**config.mk**
```make
export PLATFORM = sky130hd
export DESIGN_NAME = cpu_vector_player
export DESIGN_NICKNAME = d
export VERILOG_FILES = /design/src/rtl/cpu_vector_player.sv
export SDC_FILE = /design/constraint.sdc
export NUM_CORES = 1
export LEC_CHECK = 0
export CAP_MARGIN = 20
export CORE_MARGIN = 5
export CORE_UTILIZATION = 45
export DETAILED_ROUTE_END_ITERATION = 10
export GPL_ROUTABILITY_DRIVEN = 0
export HOLD_SLACK_MARGIN = 0.12
export PLACE_DENSITY = 0.74
export SETUP_SLACK_MARGIN = 0.2
export SLEW_MARGIN = 10
export SYNTH_ARGS = -nofsm -noshare
export SYNTH_HDL_FRONTEND = slang
export SYNTH_SLANG_ARGS = --single-unit
export TNS_END_PERCENT = 5
```
**constraint.sdc**
```tcl
create_clock -name clk -period 3.2 [get_ports clk]
set_input_delay 0.64 -clock clk [delete_from_list [all_inputs] [get_ports clk]]
set_output_delay 0.64 -clock clk [all_outputs]
set_load 0.005 [all_outputs]
```
**src/rtl/cpu_vector_player.sv**
```systemverilog
// Vector-ROM driven stimulus/check engine for the Simple_CPU front panel.
// Optional build macro: HALT_ON_ERROR_EN (stop the run at the first LED mismatch).
module cpu_vector_player #(
  parameter int WIDTH_OPCODE        = 4,
  parameter int WIDTH_SWITCH_LENGTH = 6,
  parameter int ADDR_WIDTH          = 10,
  parameter int SETTLE_CYCLES       = 2
) (
  input  logic                                          clk,
  input  logic                                          Rstn,
  input  logic                                          Start,
  input  logic [ADDR_WIDTH:0]                           NumVectors,
  output logic [ADDR_WIDTH-1:0]                         RomAddr,
  input  logic [WIDTH_OPCODE+WIDTH_SWITCH_LENGTH+9:0]   RomData,
  output logic [WIDTH_OPCODE-1:0]                       OpcodeInput,
  output logic [WIDTH_SWITCH_LENGTH-1:0]                ExternalSwitch,
  output logic                                          Execute,
  output logic                                          CpuRstn,
  input  logic [7:0]                                    LED,
  output logic                                          Busy,
  output logic                                          Done,
  output logic [15:0]                                   ErrorCount,
  output logic                                          FirstErrValid,
  output logic [ADDR_WIDTH-1:0]                         FirstErrAddr,
  output logic [2:0]                                    DbgState
);

  localparam int VEC_W = WIDTH_OPCODE + WIDTH_SWITCH_LENGTH + 10;
  localparam int SW    = (SETTLE_CYCLES > 1) ? $clog2(SETTLE_CYCLES) : 1;
  localparam logic [ADDR_WIDTH:0] MAX_VEC = {1'b1, {ADDR_WIDTH{1'b0}}};

  typedef enum logic [2:0] {
    S_IDLE   = 3'd0,
    S_FETCH  = 3'd1,
    S_LOAD   = 3'd2,
    S_SETTLE = 3'd3,
    S_CHECK  = 3'd4,
    S_DONE   = 3'd5
  } state_t;

  state_t                          r_state;
  logic [ADDR_WIDTH:0]             r_num;
  logic [ADDR_WIDTH:0]             r_idx;
  logic [SW-1:0]                   r_settle;
  logic [7:0]                      r_exp;
  logic [ADDR_WIDTH-1:0]           r_rom_addr;
  logic [WIDTH_OPCODE-1:0]         r_opcode;
  logic [WIDTH_SWITCH_LENGTH-1:0]  r_switch;
  logic                            r_execute;
  logic                            r_cpu_rstn;
  logic                            r_busy;
  logic                            r_done;
  logic [15:0]                     r_err;
  logic                            r_fev;
  logic [ADDR_WIDTH-1:0]           r_fea;

  logic [ADDR_WIDTH:0]             w_num_clamped;
  logic [ADDR_WIDTH:0]             w_idx_next;
  logic                            w_mismatch;
  logic                            w_halt;
  logic                            w_last;

  // Requests beyond the ROM depth are clamped so the index can never wrap.
  assign w_num_clamped = (NumVectors > MAX_VEC) ? MAX_VEC : NumVectors;
  assign w_idx_next    = r_idx + 1'b1;
  assign w_mismatch    = (LED != r_exp);
  assign w_last        = (w_idx_next == r_num);

`ifdef HALT_ON_ERROR_EN
  assign w_halt = w_mismatch;
`else
  assign w_halt = 1'b0;
`endif

  always_ff @(posedge clk) begin
    if (!Rstn) begin
      r_state    <= S_IDLE;
      r_num      <= '0;
      r_idx      <= '0;
      r_settle   <= '0;
      r_exp      <= '0;
      r_rom_addr <= '0;
      r_opcode   <= '0;
      r_switch   <= '0;
      r_execute  <= 1'b0;
      r_cpu_rstn <= 1'b0;
      r_busy     <= 1'b0;
      r_done     <= 1'b0;
      r_err      <= '0;
      r_fev      <= 1'b0;
      r_fea      <= '0;
    end else begin
      case (r_state)
        S_IDLE, S_DONE: begin
          if (Start) begin
            r_num  <= w_num_clamped;
            r_idx  <= '0;
            r_err  <= '0;
            r_fev  <= 1'b0;
            r_fea  <= '0;
            if (w_num_clamped == '0) begin
              r_state <= S_DONE;
              r_done  <= 1'b1;
            end else begin
              r_state    <= S_FETCH;
              r_done     <= 1'b0;
              r_busy     <= 1'b1;
              r_rom_addr <= '0;
            end
          end
        end
        S_FETCH: begin
          r_state <= S_LOAD;
        end
        S_LOAD: begin
          r_opcode   <= RomData[VEC_W-1 -: WIDTH_OPCODE];
          r_switch   <= RomData[VEC_W-WIDTH_OPCODE-1 -: WIDTH_SWITCH_LENGTH];
          r_execute  <= RomData[9];
          r_cpu_rstn <= RomData[8];
          r_exp      <= RomData[7:0];
          r_settle   <= SW'(SETTLE_CYCLES - 1);
          r_state    <= S_SETTLE;
        end
        S_SETTLE: begin
          if (r_settle == '0) r_state <= S_CHECK;
          else                r_settle <= r_settle - 1'b1;
        end
        S_CHECK: begin
          if (w_mismatch) begin
            if (r_err != 16'hFFFF) r_err <= r_err + 16'd1;
            if (!r_fev) begin
              r_fev <= 1'b1;
              r_fea <= r_idx[ADDR_WIDTH-1:0];
            end
          end
          r_idx <= w_idx_next;
          if (w_halt || w_last) begin
            r_state <= S_DONE;
            r_busy  <= 1'b0;
            r_done  <= 1'b1;
          end else begin
            r_state    <= S_FETCH;
            r_rom_addr <= w_idx_next[ADDR_WIDTH-1:0];
          end
        end
        default: begin
          r_state <= S_IDLE;
          r_busy  <= 1'b0;
          r_done  <= 1'b0;
        end
      endcase
    end
  end

  assign RomAddr        = r_rom_addr;
  assign OpcodeInput    = r_opcode;
  assign ExternalSwitch = r_switch;
  assign Execute        = r_execute;
  assign CpuRstn        = r_cpu_rstn;
  assign Busy           = r_busy;
  assign Done           = r_done;
  assign ErrorCount     = r_err;
  assign FirstErrValid  = r_fev;
  assign FirstErrAddr   = r_fea;
  assign DbgState       = r_state;

endmodule

```
==> metrics.cfg, run 1 <==
[drt]
post_drt_via_cell_ratio = 5.524
first_pass_iters = 4
drt.antenna.violating_nets = 0
drtIter0Drc = 138
drc_errors = 0
via_count = 3795
wl_per_cell_um = 15.24
wl_um = 10470

[timing]
tns_ns = 0
slew_headroom = 0.3996
max_freq_mhz = 361.0
skew_ns = 0.01949
hold_viol = 0
post-route-min-period_ns = 2.770
period_share = 0.8656
rsz0062_at_grt = no
worstMarginPinSlew_ns = 0.8996
maxSlewViolCount = 0
setup_viol = 0

[placed_design]
portBuffers = 95
dp_hpwl_um = 7736

[cts]
cts_setup_buffers = 0
cts_tree = yes
clockBufferDepth = 2
cts_num_sinks = 85
clockRootBuffer = clkbuf_8
clkTransAtPathRegs_ns = 0.10
cts_made_buffers = 9
htreeDepth = 3
clk_latency_ns = 0.37
holdBufCountCts = 0
cts_resized = 0

[global_route]
overflow = 0
grt_pass1_vias = 3629
antenna_found_initial = 0
grt_pass1_wl_um = 17250
grt_max_degree = 27
track_usage = 0.1871

[pwr]
ir_worst_vdd_mv = 0.2842
powerDensity_nw_per_um2 = 429.7
p_leak_uw = 0.001876

[floorplan]
row_count = 34
die_area_sq_um = 11060
io_pins = 96
start_util = 0.4650
chipWidth_um = 105.2
core_area_sq_um = 8763
die_y_um = 105.2

[yosys]
syn_area_sq_um = 4075
synth.distinct_cells = 58
dominantRegCellSynth = dfxtp_1
async_flop_share = 0
synth_cells = 489
ys_ff_latch = 85
synth_warnings = 0
synth_edf_count = 0
syn_avg_cell_area_sq_um = 8.334
synth_nets = 533
seq_area_frac_synth = 0.4176

[final_layout]
drive_gt1_frac = 0.07945
fill_cells = 799
multi_input_area_sq_um = 2196
post-route-util = 0.6051
layout.nets = 618
regArea_sq_um = 1702
synthToLayoutAreaGrowth_pct = 30.12
num_antenna_cells = 0

[setup_path]
cp_max_fo = 10
worstSetupEndpointType = flop
crit_path_start_kind = flop
cp.required_ns = 3.43
criticalPathCategory = reg2reg
critPathArrivalTime_ns = 2.99

[status]
outcome = completed

[min_path]
hp-class = reg2reg

[flow_run]
drv_cap = 0

[Yosys cell counts (3+ instances only)]
library cell,count,area [sq um]
a21oi_1,51,255.2
a22oi_1,3,22.52
and2_1,4,25.02
and3_1,8,50.05
and4_1,5,43.79
buf_2,3,15.01
buf_4,4,30.03
clkbuf_1,22,82.58
dfxtp_1,85,1702
inv_1,9,33.78
mux2i_1,10,100.1
nand2_1,77,289.0
nand2b_1,4,25.02
nand3_1,12,60.06
nand3b_1,10,75.07
nand4_1,10,62.56
nor2_1,55,206.5
nor2b_1,4,25.02
nor3_1,5,25.02
nor4_1,5,31.28
o21ai_0,15,75.07
o2bb2ai_1,10,87.58
or2_2,3,18.77
xnor2_1,17,148.9
xor2_1,19,166.4
[per-layer routing]
| metal | vias to the layer above | part of all wire | wire length (um) | global-route usage |
|---|---|---|---|---|
| met5 | - | 0 | 0 | 0 |
| met4 | 0 | 0.024 | 252 | 0.07580 |
| met3 | 21 | 0.073 | 765 | 0.04871 |
| met2 | 132 | 0.46 | 4833 | 0.2959 |
| met1 | 1781 | 0.44 | 4622 | 0.2432 |
| li1 | 1861 | - | - | - |
[kinds of logic after synthesis]
family,after synthesis,share of synthesized area
xor+xnor,36,0.07737
simple gates,217,0.2699
buf+inv,40,0.04360
flops,85,0.4176
fa+ha+maj,2,0.006140
mux,11,0.02825
compound gates,98,0.1572
[worst paths after layout]
kind | slack [ns] | cells after the start | to | from
setup / recovery | 0.43 | 8 | RomAddr[5] | r_idx[1]
hold / removal | 0.46 | 2 | OpcodeInput[2] | OpcodeInput[2]
setup reg to reg | 0.43 | 8 | RomAddr[5] | r_idx[1]
hold reg to reg | 0.46 | 2 | OpcodeInput[2] | OpcodeInput[2]
[critical path, cell delays in order (launching register included)]
cell	delay [ns]
dfxtp_1	0.42
ha_1	0.28
and3_1	0.39
and4_1	0.34
o221ai_1	0.21
nor4b_4	0.29
nand3_1	0.18
nand3_1	0.39
o2bb2ai_1	0.15
[power by group]
group | internal, uW | total [uW] | switching, uW
Sequential | 1090 | 1130 | 37.4
Clock | 380 | 810 | 430
Combinational | 166 | 338 | 172
[sequential cells by signal, summed over array words and instances, names as in the netlist]
register,flops
ExternalSwitch,6
CpuRstn,1
DbgState,3
Done,1
OpcodeInput,4
ErrorCount,16
r_exp,8
Execute,1
Busy,1
r_num,11
FirstErrAddr,10
RomAddr,10
FirstErrValid,1
r_settle,1
r_idx,11
[metrics by stage]
stage / total power (uW) / std cells / hold slack (ns) / cell area [sq um] / setup WS [ns]
2_1_floorplan: 1343 / 489 / 0.4436 / 4075 / 0.8950
3_3_place_gp: 1487 / 671 / 0.4417 / 5092 / 0.5071
3_5_place_dp: 1495 / 671 / 0.4474 / 5092 / 0.4685
4_1_cts: 2297 / 687 / 0.4592 / 5303 / 0.4448
5_1_grt: 2383 / 687 / 0.4839 / 5303 / 0.2490
6_report: 2279 / 687 / 0.4557 / 5303 / 0.4301
[layout make-up]
| type | count | area share |
|---|---|---|
| multi-input cells | 364 | 0.4141 |
| flip-flops and latches | 85 | 0.3209 |
| repair buffers | 105 | 0.1935 |
| well taps | 108 | 0.02548 |
| clock buffers | 9 | 0.02336 |
| clock inverters | 7 | 0.01628 |
| inverters | 9 | 0.006371 |
[cell usage in the layout (no fill, tap or decap), drive strengths merged, types with 12 or more instances in the layout]
cell,synthesis,layout
nand2,77,77
dfxtp,85,85
inv,9,14
nand3,13,13
o21ai,16,16
xnor2,17,17
xor2,19,19
nand4,12,12
nor2,57,57
a21oi,51,51
clkdlybuf4s50,0,95
No activity file was read; power rests on OpenSTA's default activity.
==> run 2, diff against run 1 <==
--- a/config.mk
+++ b/config.mk
@@ -7,11 +7,11 @@
 export LEC_CHECK = 0
 export CAP_MARGIN = 20
 export CORE_MARGIN = 5
-export CORE_UTILIZATION = 45
+export CORE_UTILIZATION = 50
 export DETAILED_ROUTE_END_ITERATION = 10
 export GPL_ROUTABILITY_DRIVEN = 0
 export HOLD_SLACK_MARGIN = 0.12
-export PLACE_DENSITY = 0.74
+export PLACE_DENSITY = 0.81
 export SETUP_SLACK_MARGIN = 0.2
 export SLEW_MARGIN = 10
 export SYNTH_ARGS = -nofsm -noshare
==> run 2 against run 1 <==
  * Critical path depth down 1
  * Fmax up 2.4%
  * Core utilization up 4.6 points
  * Sequential share of layout area up 0.19 points
  * Wire length down 5.0%
  * Worst setup slack better by 0.066 ns
  * Non-clock buffer count up 1
  * Clock skew down 0.0047 ns
  * Design area down 0.59%
  * Total power down 5.2%
  * Global-route usage up 1.3 points
  * Largest cell class unchanged
  * Largest power group unchanged
==> metrics.cfg, run 2 (synthesis gave the netlist of run 1 again) <==
[final_layout]
layout.nets = 619  ; +0.16%
regArea_sq_um = 1702  ; unchanged
num_antenna_cells = 0  ; unchanged
drive_gt1_frac = 0.07931  ; -0.0001370
fill_cells = 718  ; -10%
multi_input_area_sq_um = 2196  ; unchanged
final_common_cell = clkdlybuf4s50_1
largest_register_ffs = 16  ; unchanged
layout_common_cells = clkdlybuf4s50_1, dfxtp_1, nand2_1
synthToLayoutAreaGrowth_pct = 29.35
post-route-util = 0.6514  ; +0.04628
fin_cells = 685  ; -0.29%

[drt]
wl_met3_um = 685  ; -10%
first_pass_iters = 4  ; unchanged
wl_um = 9947  ; -5.0%
post_drt_via_cell_ratio = 5.345  ; -3.2%
met2_length_um = 4828  ; -0.10%
drc_errors = 0  ; unchanged
drt.antenna.violating_nets = 0  ; unchanged
via_count = 3661  ; -3.5%
wl_met1_um = 4249  ; -8.1%
wl_per_cell_um = 14.52  ; -4.7%
top_layer_used = met4
drtIter0Drc = 168  ; +22%

[placed_design]
dp_slack_ns = 0.4923  ; +0.02380 ns
portBuffers = 95  ; unchanged
dp_hpwl_um = 7376  ; -4.7%
placedCellCount = 669  ; -0.30%

[cts]
holdBufCountCts = 0  ; unchanged
cts_num_sinks = 85  ; unchanged
cts_made_buffers = 9  ; unchanged
clockBufferDepth = 2  ; unchanged
cts_tree = yes
cts_setup_buffers = 0  ; unchanged
htreeDepth = 3  ; unchanged
clkTransAtPathRegs_ns = 0.09  ; about the same
clk_latency_ns = 0.36  ; about the same
cts_resized = 0  ; unchanged
clockRootBuffer = clkbuf_8

[setup_path]
crit_path_start_kind = flop
worstSetupEndpointType = flop
critPathArrivalTime_ns = 2.98  ; about the same
cp_max_fo = 11  ; +1
criticalPathCategory = reg2reg
cp.required_ns = 3.48  ; +0.05 ns

[floorplan]
row_count = 33  ; -2.9%
die_y_um = 100.3  ; -4.6%
chipWidth_um = 100.3  ; -4.6%
start_util = 0.5036  ; +0.03854
core_area_sq_um = 8093  ; -7.7%
die_area_sq_um = 10060  ; -9.1%
io_pins = 96  ; unchanged

[timing]
hold_viol = 0  ; unchanged
skew_ns = 0.01477  ; -0.004720 ns
slew_headroom = 0.4174  ; +0.01783
setup_viol = 0  ; unchanged
fin_ws_ns = 0.4957  ; +0.06555 ns
maxSlewViolCount = 0  ; unchanged
rsz0062_at_grt = no
post-route-min-period_ns = 2.704  ; -0.06554 ns
max_freq_mhz = 369.8  ; +2.4%
worstMarginPinSlew_ns = 0.8729  ; -0.02672 ns
tns_ns = 0  ; unchanged
period_share = 0.8451  ; -0.02048

[global_route]
grt_max_degree = 27  ; unchanged
overflow = 0  ; unchanged
antenna_found_initial = 0  ; unchanged
track_usage = 0.2002  ; +0.01309
grt_pass1_vias = 3578  ; -1.4%
grt_pass1_wl_um = 16460  ; -4.6%

[status]
outcome = completed

[pwr]
ir_worst_vdd_mv = 0.2629  ; -7.5%
powerDensity_nw_per_um2 = 409.7  ; -4.7%
p_leak_uw = 0.001864  ; -0.64%
total_power_uw = 2160  ; -5.2%

[flow_run]
drv_cap = 0  ; unchanged

[min_path]
hp-class = reg2reg

run 2: area by class of cell:
cell class,instances,share of cell area
Timing Repair Buffer,106,0.1961
Clock buffer,10,0.02421
Tap cell,105,0.02492
Multi-Input combinational cell,364,0.4166
Inverter,9,0.006409
Sequential cell,85,0.3228
Clock inverter,6,0.009020
run 2: final timing paths:
path / cells after the start / to / startpoint / slack, ns
setup / recovery: 7 / RomAddr[6] / r_idx[3] / 0.50
hold / removal: 2 / OpcodeInput[2] / OpcodeInput[2] / 0.46
setup reg to reg: 7 / RomAddr[6] / r_idx[3] / 0.50
hold reg to reg: 2 / OpcodeInput[2] / OpcodeInput[2] / 0.46
run 2: critical path, cell delays in order (launching register included):
cell and delay (ns):
dfxtp_1 0.58, and4_4 0.35, and2_1 0.24, o311ai_0 0.17, nor4_1 0.50, nand4_2 0.23
a31oi_4 0.40, o2bb2ai_1 0.16
run 2: stage by stage:
step	hold slack (ns)	area (sq um)
after global placement	0.4415	5096
final	0.4562	5271
after detailed placement	0.4465	5096
after CTS	0.4586	5271
after floorplan	0.4436	4075
after global routing	0.4778	5271
run 2: power breakdown:
group          total (uW)  switching (uW)  internal (uW)
logic                 337             171            166
clock network         693             404            289
registers            1130            36.5           1090
total                2160             611           1550
run 2: per-layer routing:
metal  GRT usage  up-vias
met4     0.07979        0
met5           0        -
met1      0.2516     1670
met2      0.3231      107
met3     0.05768       19
li1            -     1865
==> run 3, diff against run 2 <==
==> constraint.sdc (replaced) <==
create_clock -name clk -period 2.6 [get_ports clk]
set_input_delay 0.52 -clock clk [delete_from_list [all_inputs] [get_ports clk]]
set_output_delay 0.52 -clock clk [all_outputs]
set_load 0.005 [all_outputs]
==> run 3 against run 2 <==
  * Clock power up 53%
  * Non-clock buffer count up 19
  * Clock-buffer cell count up 1
  * Core utilization up 3.3 points
  * Flip-flop and latch count unchanged
  * Die area unchanged
  * Clock skew down 0.0043 ns
  * Sequential share of layout area down 1.5 points
  * First-iteration DRC count up 26%
  * Combinational power up 30%
==> metrics.cfg, run 3 (synthesis gave the netlist of run 1 again) <==
[cts]
clk_latency_ns = 0.36  ; about the same
clkTransAtPathRegs_ns = 0.08  ; about the same
cts_made_buffers = 9  ; unchanged
clockRootBuffer = clkbuf_8
clockBufferDepth = 2  ; unchanged
htreeDepth = 3  ; unchanged
cts_tree = yes
holdBufCountCts = 0  ; unchanged
cts_num_sinks = 85  ; unchanged

[global_route]
met3_usage = 0.05837  ; +0.0006949
grt.busiest_layer = met2
grt_use_met2 = 0.3445  ; +0.02141
grt_pass1_wl_um = 16900  ; +2.7%
grt_max_degree = 26  ; -3.7%
antenna_found_initial = 0  ; unchanged
grt_pass1_vias = 3670  ; +2.6%
overflow = 0  ; unchanged
track_usage = 0.2076  ; +0.007331
use_met1 = 0.2571  ; +0.005515

[setup_path]
worst_path_largest_cell_delay_ns = 0.37  ; -0.21 ns
timing.rr.end = RomAddr[2]
crit_path_start_kind = flop
worstPathCellList = buf_6 -> and4_4 -> nand4_4 -> mux2_4 -> nor4b_4 -> nand4_2 -> a31oi_4 -> buf_12 -> o2bb2ai_1
r2r-start = r_idx[0]
worstSetupEndpointType = flop
critPathArrivalTime_ns = 2.64  ; -0.34 ns
reg2reg_slack_ns = 0.25  ; -0.25 ns
criticalPathCategory = reg2reg
cp.required_ns = 2.88  ; -0.60 ns
cp_slowest_cell = dfxtp_2
cp_max_fo = 10  ; -1
reg2reg_depth = 9  ; +2

[final_layout]
drive_gt1_frac = 0.1269  ; +0.04757
fin_cells = 704  ; +2.8%
synthToLayoutAreaGrowth_pct = 35.89
layout_common_cells = clkdlybuf4s50_1, dfxtp_1, nand2_1
largest_register_ffs = 16  ; unchanged
num_antenna_cells = 0  ; unchanged
stdcell_area_sq_um = 5538  ; +5.1%
layout.nets = 638  ; +3.1%
final_common_cell = clkdlybuf4s50_1

[drt]
drt.antenna.violating_nets = 0  ; unchanged
drc_errors = 0  ; unchanged
wl_per_cell_um = 14.86  ; +2.3%
post_drt_via_cell_ratio = 5.462  ; +2.2%
drtIter0Drc = 212  ; +26%
first_pass_iters = 5  ; +1
via_count = 3845  ; +5.0%
wl_um = 10460  ; +5.1%

[min_path]
hp-class = reg2reg
whs_path_depth = 2  ; unchanged
hold-path-endpoint = ExternalSwitch[0]
min-delay-start = ExternalSwitch[0]

[pwr]
intPower_uw = 2159  ; +39%
ir_worst_vdd_mv = 0.3720  ; +42%
clkPwrFrac = 0.366  ; +0.045
p_switching_uw = 726.3  ; +19%
powerDensity_nw_per_um2 = 521.0  ; +27%
power_frac_comb = 0.152  ; -0.004
p_leak_uw = 0.001988  ; +6.7%
switching_share = 0.2517  ; -0.03139
p_seq_frac = 0.482  ; -0.041

[timing]
skew_ns = 0.01046  ; -0.004306 ns
hold_viol = 0  ; unchanged
slew_headroom = 0.5937  ; +0.1763
post-route-min-period_ns = 2.352  ; -0.3522 ns
rsz0062_at_grt = yes
worstMarginPinSlew_ns = 0.6087  ; -0.2642 ns
tns_ns = 0  ; unchanged
period_share = 0.9047  ; +0.05956
setup_viol = 0  ; unchanged
fin_ws_ns = 0.2479  ; -0.2478 ns
maxSlewViolCount = 0  ; unchanged
whs_ns = 0.4591  ; +0.002857 ns
max_freq_mhz = 425.1  ; +15%

[floorplan]
io_pins = 96  ; unchanged
start_util = 0.5036  ; unchanged
die_y_um = 100.3  ; unchanged
die_area_sq_um = 10060  ; unchanged
chipWidth_um = 100.3  ; unchanged
core_area_sq_um = 8093  ; unchanged
row_count = 33  ; unchanged

[flow_run]
drv_cap = 0  ; unchanged

[placed_design]
placedCellCount = 687  ; +2.7%
dp_hpwl_um = 7708  ; +4.5%
dp_slack_ns = 0.1078  ; -0.3845 ns
portBuffers = 95  ; unchanged
post_dp_cell_area_sq_um = 5244  ; +2.9%

[status]
outcome = completed

==> run 3: changes by cell type in the layout (fill, tap and decap cells not counted), sizes merged <==
| cell | change |
|---|---|
| buf | +19 |
| bufinv | +2 |
| clkbuf | +1 |
| clkinv | -3 |
| clkinvlp | +2 |
| inv | -2 |
==> run 3: timing repair <==
item | in CTS | in global routing
setup endpoints to repair | 11 | 12
buffers inserted | 0 | 1
gates resized for setup | 1 | 13
pin swaps | 1 | 7
==> run 3: per-layer routing <==
metal	share of wire	up-vias
met5	0	-
met4	0.021	0
met3	0.074	25
met2	0.48	139
met1	0.42	1779
li1	-	1902
==> run 3: worst max-delay path: cells and delay by family, from the launching register on <==
kind | cells | cell delay, ns
AOI/OAI and AO/OA | 2 | 0.34
buffers and inverters | 2 | 0.30
muxes | 1 | 0.35
and+or+nand+nor | 4 | 0.92
DFF | 1 | 0.37
==> run 3: worst max path at each step <==
stage,startpoint,to,slack (ns),cells past startpoint
3_5_place_dp,r_idx[4],RomAddr[9],0.11,7
3_3_place_gp,r_idx[4],RomAddr[6],0.17,7
6_report,r_idx[0],RomAddr[2],0.25,9
2_1_floorplan,r_idx[1],RomAddr[9],0.29,9
5_1_grt,r_idx[0],RomAddr[9],0.16,9
4_1_cts,r_idx[2],RomAddr[9],0.22,7
==> run 3: power by group through the flow <==
stage | Sequential, uW | Combinational [uW] | Clock [uW]
3_3_place_gp | 1420 | 419 | 0
5_1_grt | 1400 | 478 | 1130
6_report | 1390 | 438 | 1060
2_1_floorplan | 1410 | 247 | 0
4_1_cts | 1390 | 431 | 1080
3_5_place_dp | 1420 | 428 | 0
==> run 3: cell type report <==
class	count	area, sq um
Tap cell	105	131.4
Multi-Input combinational cell	364	2228
Fill cell	656	2555
Inverter	9	33.78
Timing Repair Buffer	125	1205
Clock buffer	11	151.4
Clock inverter	5	82.58
Sequential cell	85	1705
==> run 3: through the flow <==
step           utilization  power, uW
2_1_floorplan            -       1654
3_3_place_gp        0.6480       1836
3_5_place_dp        0.6480       1847
4_1_cts             0.6770       2896
5_1_grt             0.6843       3002
6_report            0.6843       2885
